### config.mk
export PLATFORM = sky130hd
export DESIGN_NAME = cpu_multi
export DESIGN_NICKNAME = d
export VERILOG_FILES = /design/src/rtl/cpu_multi_pkg.sv /design/src/rtl/cpu_multi_regn.sv /design/src/rtl/cpu_multi.sv
export SDC_FILE = /design/constraint.sdc
export NUM_CORES = 1
export LEC_CHECK = 0
export ABC_AREA = 1
export BUFFER_PORTS_ARGS = -buffer_cell sky130_fd_sc_hd__buf_4
export CAP_MARGIN = 10
export CORE_ASPECT_RATIO = 0.8
export CORE_MARGIN = 4
export CORE_UTILIZATION = 57
export CTS_CLUSTER_SIZE = 10
export DETAILED_ROUTE_END_ITERATION = 8
export PLACE_DENSITY_LB_ADDON = 0.25
export SETUP_SLACK_MARGIN = 0.15
export SLEW_MARGIN = 20
export SYNTH_ARGS = -nofsm -noshare
export SYNTH_HDL_FRONTEND = slang
export SYNTH_SLANG_ARGS = --single-unit
### constraint.sdc
create_clock -name Clock -period 3.9 [get_ports Clock]
set_clock_uncertainty 0.05 [all_clocks]
set_input_delay 0.585 -clock Clock [delete_from_list [all_inputs] [get_ports Clock]]
set_output_delay 0.585 -clock Clock [all_outputs]
set_load 0.05 [all_outputs]
### src/rtl/cpu_multi_pkg.sv
// Shared definitions for the cpu_multi multicycle core: opcodes, step encoding
// and the internal bus source selector.
package cpu_multi_pkg;

    localparam logic [2:0] OP_MV   = 3'b000;
    localparam logic [2:0] OP_MVI  = 3'b001;
    localparam logic [2:0] OP_ADD  = 3'b010;
    localparam logic [2:0] OP_SUB  = 3'b011;
    localparam logic [2:0] OP_MVNZ = 3'b100;
    localparam logic [2:0] OP_AND  = 3'b101;
    localparam logic [2:0] OP_SLL  = 3'b110;
    localparam logic [2:0] OP_NOP  = 3'b111;

    typedef enum logic [1:0] {
        T0 = 2'd0,
        T1 = 2'd1,
        T2 = 2'd2,
        T3 = 2'd3
    } state_t;

    typedef enum logic [2:0] {
        SEL_NONE = 3'd0,
        SEL_DIN  = 3'd1,
        SEL_RX   = 3'd2,
        SEL_RY   = 3'd3,
        SEL_G    = 3'd4
    } bus_sel_t;

    // ALU ops take the four-step A/G path; everything else finishes in T1.
    function automatic logic is_alu(input logic [2:0] op);
        case (op)
            OP_ADD, OP_SUB, OP_AND, OP_SLL: is_alu = 1'b1;
            default:                        is_alu = 1'b0;
        endcase
    endfunction

endpackage

### src/rtl/cpu_multi_regn.sv
// Generic W-bit register with synchronous reset and load enable, used for
// the general registers and the A/G operand/result registers.
module regn #(
    parameter int W = 16
) (
    input  logic         clk,
    input  logic         reset,
    input  logic         load,
    input  logic [W-1:0] d,
    output logic [W-1:0] q
);

    // Hold unless loaded; reset clears.
    always_ff @(posedge clk) begin
        if (reset) begin
            q <= '0;
        end else if (load) begin
            q <= d;
        end
    end

endmodule

### src/rtl/cpu_multi.sv
// Parametrised multicycle processor: one instruction per Run request, executed
// over T0..T3 with all transfers through a single internal bus.
import cpu_multi_pkg::*;

module cpu_multi #(
    parameter int DATA_W = 16,
    parameter int NREG   = 8
) (
    input  logic              Clock,
    input  logic              Reset,
    input  logic [DATA_W-1:0] DIN,
    input  logic              Run,
    output logic              Done,
    output logic [DATA_W-1:0] Bus,
    output logic              Zero
);

    localparam int REG_W = $clog2(NREG);
    localparam int IR_W  = 3 + 2 * REG_W;

    state_t            state;
    state_t            next_state;
    bus_sel_t          bus_sel;
    logic [IR_W-1:0]   ir;
    logic [2:0]        op;
    logic [REG_W-1:0]  rx_sel;
    logic [REG_W-1:0]  ry_sel;
    logic [DATA_W-1:0] r_q [NREG];
    logic [NREG-1:0]   r_load;
    logic [DATA_W-1:0] a_q;
    logic [DATA_W-1:0] g_q;
    logic [DATA_W-1:0] alu_res;
    logic [4:0]        shamt;
    logic              a_load;
    logic              g_load;
    logic              ir_load;
    logic              zero_q;

    assign op     = ir[IR_W-1 -: 3];
    assign rx_sel = ir[2*REG_W-1 -: REG_W];
    assign ry_sel = ir[REG_W-1:0];
    assign shamt  = Bus[4:0];
    assign Zero   = zero_q;

    for (genvar i = 0; i < NREG; i++) begin : g_regs
        regn #(.W(DATA_W)) u_r (
            .clk(Clock), .reset(Reset), .load(r_load[i]), .d(Bus), .q(r_q[i])
        );
    end

    regn #(.W(DATA_W)) u_a (
        .clk(Clock), .reset(Reset), .load(a_load), .d(Bus), .q(a_q)
    );

    regn #(.W(DATA_W)) u_g (
        .clk(Clock), .reset(Reset), .load(g_load), .d(alu_res), .q(g_q)
    );

    // State, instruction and zero-flag registers; upper DIN bits never enter IR.
    always_ff @(posedge Clock) begin
        if (Reset) begin
            state  <= T0;
            ir     <= '0;
            zero_q <= 1'b0;
        end else begin
            state <= next_state;
            if (ir_load) begin
                ir <= DIN[IR_W-1:0];
            end
            if (g_load) begin
                zero_q <= (alu_res == '0);
            end
        end
    end

    // Step sequencing.
    always_comb begin
        next_state = T0;
        case (state)
            T0:      next_state = Run ? T1 : T0;
            T1:      next_state = is_alu(op) ? T2 : T0;
            T2:      next_state = T3;
            T3:      next_state = T0;
            default: next_state = T0;
        endcase
    end

    // Per-step bus source, register loads and completion pulse.
    always_comb begin
        bus_sel = SEL_NONE;
        r_load  = '0;
        a_load  = 1'b0;
        g_load  = 1'b0;
        ir_load = 1'b0;
        Done    = 1'b0;
        case (state)
            T0: ir_load = Run;
            T1: begin
                if (is_alu(op)) begin
                    bus_sel = SEL_RX;
                    a_load  = 1'b1;
                end else begin
                    Done = 1'b1;
                    case (op)
                        OP_MV: begin
                            bus_sel        = SEL_RY;
                            r_load[rx_sel] = 1'b1;
                        end
                        OP_MVI: begin
                            bus_sel        = SEL_DIN;
                            r_load[rx_sel] = 1'b1;
                        end
                        OP_MVNZ: begin
                            bus_sel = SEL_RY;
                            if (g_q != '0) begin
                                r_load[rx_sel] = 1'b1;
                            end else begin
                                r_load = '0;
                            end
                        end
                        default: bus_sel = SEL_NONE;
                    endcase
                end
            end
            T2: begin
                bus_sel = SEL_RY;
                g_load  = 1'b1;
            end
            T3: begin
                bus_sel        = SEL_G;
                r_load[rx_sel] = 1'b1;
                Done           = 1'b1;
            end
            default: bus_sel = SEL_NONE;
        endcase
    end

    // ALU: A is the first operand, the bus carries Ry during T2.
    always_comb begin
        alu_res = '0;
        case (op)
            OP_ADD: alu_res = a_q + Bus;
            OP_SUB: alu_res = a_q - Bus;
            OP_AND: alu_res = a_q & Bus;
            OP_SLL: begin
                if ({27'd0, shamt} >= 32'(DATA_W)) begin
                    alu_res = '0;
                end else begin
                    alu_res = a_q << shamt;
                end
            end
            default: alu_res = '0;
        endcase
    end

    // Bus multiplexer; unselected steps drive zero.
    always_comb begin
        Bus = '0;
        case (bus_sel)
            SEL_DIN:  Bus = DIN;
            SEL_RX:   Bus = r_q[rx_sel];
            SEL_RY:   Bus = r_q[ry_sel];
            SEL_G:    Bus = g_q;
            default:  Bus = '0;
        endcase
    end

endmodule
==> results.txt <==
The run finished, with violations left. The checks that failed: DRC, setup timing. The length in cells of the worst reg-to-reg path is 33. Input and output buffers added on the ports amount to 36.

Counting the buffers created by CTS gives 17. In this run the static leakage power is 6.49 nW. Power comes to 6.03 mW. Derived from the worst setup path, the maximum achievable clock frequency is 230 MHz. For the worst-skew pair, the clock arrives at the later sink with an insertion delay of 0.43 ns. In this run, synthesis inferred 0 flip-flops with an integrated enable. The kind of cell with the highest combined delay along the critical path is buffers and inverters.

The global placer's final weighted congestion is 0.984, and the placed wire-length estimate after detailed placement is 28.7 mm. In this run, synthesis produced a sequential element count of 172. The flip-flop cell with the highest count after synthesis is dfxtp_1. The endpoint identified for the worst register-to-register timing path is u_a.q[3]. The number of sinks driven by the clock tree was 172. The library cell used most frequently in the layout, excluding fill and tap cells, is nand2_1. Among all stages on the critical path, the largest delay is contributed by dfxtp_4. The run gives 2246 as the DRC marker count from the first detailed-route iteration.

By startpoint and endpoint, the worst setup path is classified as reg2reg. The floorplan step defined a die boundary enclosing 21700 µm². Along the worst path, the maximum fanout reaches 8. Once the floorplan was initialized, standard cells occupied 58.2% of the core. The top cell types in the final layout, fill and taps aside, are 406 x nand2_1, 270 x buf_4, 188 x a21oi_1.

For the number of antenna violations at the first check in global routing, the log shows 0. The total overflow left after global routing is 0. Overall die width: 164 µm. Detailed routing inserted a total of 13.5k vias. For this design the ratio of total power to cell area is 411 nW/µm². The path length in cells of the critical path came out at 33.

The Yosys step of the flow raised 0 warnings. The path class of the tightest hold or removal check is in2reg. For the count of final setup violators, the log shows 10. The tools report the critical path capture point type as a flop. The number of design rule violations left after detail routing is 1, and the fraction of final layout cells sized beyond drive strength 1 is 28.3%. The total cell area at the placement stage came out at 12700 µm². When the netlist entered floorplanning its net count stood at 1760. The number of unique standard cell types used by synthesis came out at 55.

In this run the worst setup path begins at ir[3]. The first global-routing pass estimated 65.5 mm of wire. In this run the worst setup path terminates at u_a.q[3]. TritonCTS built the clock tree.

The ratio of routed vias to standard cells is 6.13. The tools report the count of final max-slew check failures as 0. Setup repair after global routing could not meet its margin everywhere. The worst-case setup margin in the final layout is -0.452 ns, and the clock period minus worst slack is 4.35 ns. The total area inside the core boundary comes to 19000 µm².

In this run the cell area of the synthesized design comes to 11100 µm². Reported max-cap violation count: 0. The clock root buffer master was clkbuf_16. At the worst endpoint, the required time is 4.22 ns. Dividing the detail-routed wire length by the instance count gives 20.0 µm. Headroom to the max-slew limit came out at 38.9%. Setup total negative slack on the finished layout was measured at -1.43 ns. The signed area change from the synthesized netlist to the final layout came out at 32.7%. The maximum clock path buffer count was 2. The antenna diode instance count was 0. The cell repeated most along the worst path is buf_4.

Hold timing on the final database bottoms out at a slack of 0.419 ns. Once detail routing completed, the nets flagged for antenna violations numbered 0. Wire length after detailed routing: 44.0 mm.

For the register-to-register path setup slack, the log shows -0.45 ns. In the synthesized netlist the async set-or-reset flop fraction comes to 0%. Arrival time reported for the critical path endpoint: 4.67 ns.

Row generation in the floorplan step produced 45 rows. The count of mapped cells out of synthesis was 1722. The tools report the number of endpoints with negative hold slack in the final report as 0. Counting the fill cells in the layout gives 1403. First-pass iteration count of the detailed router: 9. In this run the count of I/O pins placed on the die edge is 37. The die boundary height is 133 µm. The final critical-path share of the clock period was 112%; the design area was 14700 µm².

The run gives 31.1% as the share of synthesized area occupied by flip-flops and latches. Dividing the synthesized area by the synthesized cell count gives 6.43 µm². The H-tree was split into 4 levels. The tools report the via count of the first global-routing pass as 12.2k. STA classifies the critical path startpoint as a flop. The largest single stage delay on the critical path is 0.40 ns.

The number of buffers and inverters on the critical path is 27. In this run the critical register-to-register path is launched from ir[3]. Global routing consumed, over all layers together, 37.9% of the routing resources.

The transition time at the pin with the least slew margin is 0.915 ns, and the layout net count is 1969. VDD sags by at most 243 µV. Entering global routing, the biggest net connects 76 pins. After clock tree synthesis, the clock-pin slew on the worst setup and hold paths is 0.07 ns.
## area by class of cell
cell class                      count  area, µm²  share of cell area (%)
Sequential cell                   172       3480                    23.7
Multi-Input combinational cell   1288       7140                    48.6
Clock inverter                     12        148                    1.00
Inverter                          142        577                    3.93
Clock buffer                       20        467                    3.18
Tap cell                          258        323                    2.20
Timing Repair Buffer              310       2570                    17.5
## worst reg2reg max path, delay by kind of cell (launching register included)
| kind | cells | cell delay (ns) |
|---|---|---|
| AOI/OAI and AO/OA | 1 | 0.10 |
| buffers and inverters | 27 | 3.23 |
| DFF | 1 | 0.40 |
| and+or+nand+nor | 5 | 0.52 |
## how the worst min path moves through the flow
stage / start / endpoint / depth (start not counted)
4_1_cts: DIN[6] / ir[6] / 3
3_5_place_dp: u_a.q[8] / u_a.q[8] / 2
5_1_grt: DIN[6] / ir[6] / 3
6_report: DIN[6] / ir[6] / 3
2_1_floorplan: u_a.q[15] / u_a.q[15] / 2
3_3_place_gp: u_a.q[8] / u_a.q[8] / 2
## flip-flops by register name, indices dropped and copies added, names as in the netlist, named ones only
register      flops
ir                9
u_a.q            16
g_regs.u_r.q    128
u_g.q            16
state             1
Zero              1
## cells by family (layout without fill, tap and decap cells)
logic type      count (synthesis)  count (layout)  synth area share (%)
simple gates                  793             793                  33.0
xor+xnor                       18              18                  1.42
flops                         172             172                  31.1
compound gates                458             458                  22.1
fa+ha+maj                      19              19                  2.21
buf+inv                       262             484                  10.2
## where the power goes
part           leakage [nW]  switching [mW]  internal, mW  total (mW)
Sequential             1.39          0.0497          1.79        1.84
Combinational          4.80            1.40          1.01        2.41
Clock                 0.297           0.772          1.01        1.79
## layer usage
metal  track usage, %  routed length, µm  up-vias
met5                0                  0        -
met4             14.7               2200        0
met3             8.81               5800      205
met2             55.7              18600     1002
met1             53.9              17400     6110
li1                 -                  -     6178
## per-stage QoR
step / std cells / utilization (%) / setup WS (ns)
2_1_floorplan: 1722 / - / -0.0686
3_3_place_gp: 2092 / 66.6 / -0.374
3_5_place_dp: 2092 / 66.6 / -0.411
4_1_cts: 2176 / 74.6 / -0.108
5_1_grt: 2202 / 77.2 / -0.556
6_report: 2202 / 77.2 / -0.452
## synth_stat cells, types with 11 or more instances
master | instances | area (µm²)
a21oi_1 | 207 | 1040
buf_2 | 43 | 215
clkbuf_1 | 58 | 218
dfxtp_1 | 172 | 3440
ha_1 | 18 | 225
inv_1 | 125 | 469
inv_2 | 15 | 56.3
nand2_1 | 435 | 1630
nand3_1 | 170 | 851
nand3_2 | 12 | 120
nand4_1 | 34 | 213
nor2_1 | 86 | 323
nor2_4 | 11 | 124
o211ai_1 | 25 | 188
o21ai_0 | 193 | 966
xor2_1 | 15 | 131
## repair_timing
| item | in CTS | in global routing |
|---|---|---|
| setup buffers | 50 | 26 |
| resized for setup | 137 | 78 |
| hold buffers | 0 | 0 |
| pin swaps | 71 | 28 |
| cloned | 2 | 0 |
| endpoints found under the setup margin | 12 | 14 |
Power figures use the tool's default switching activity.
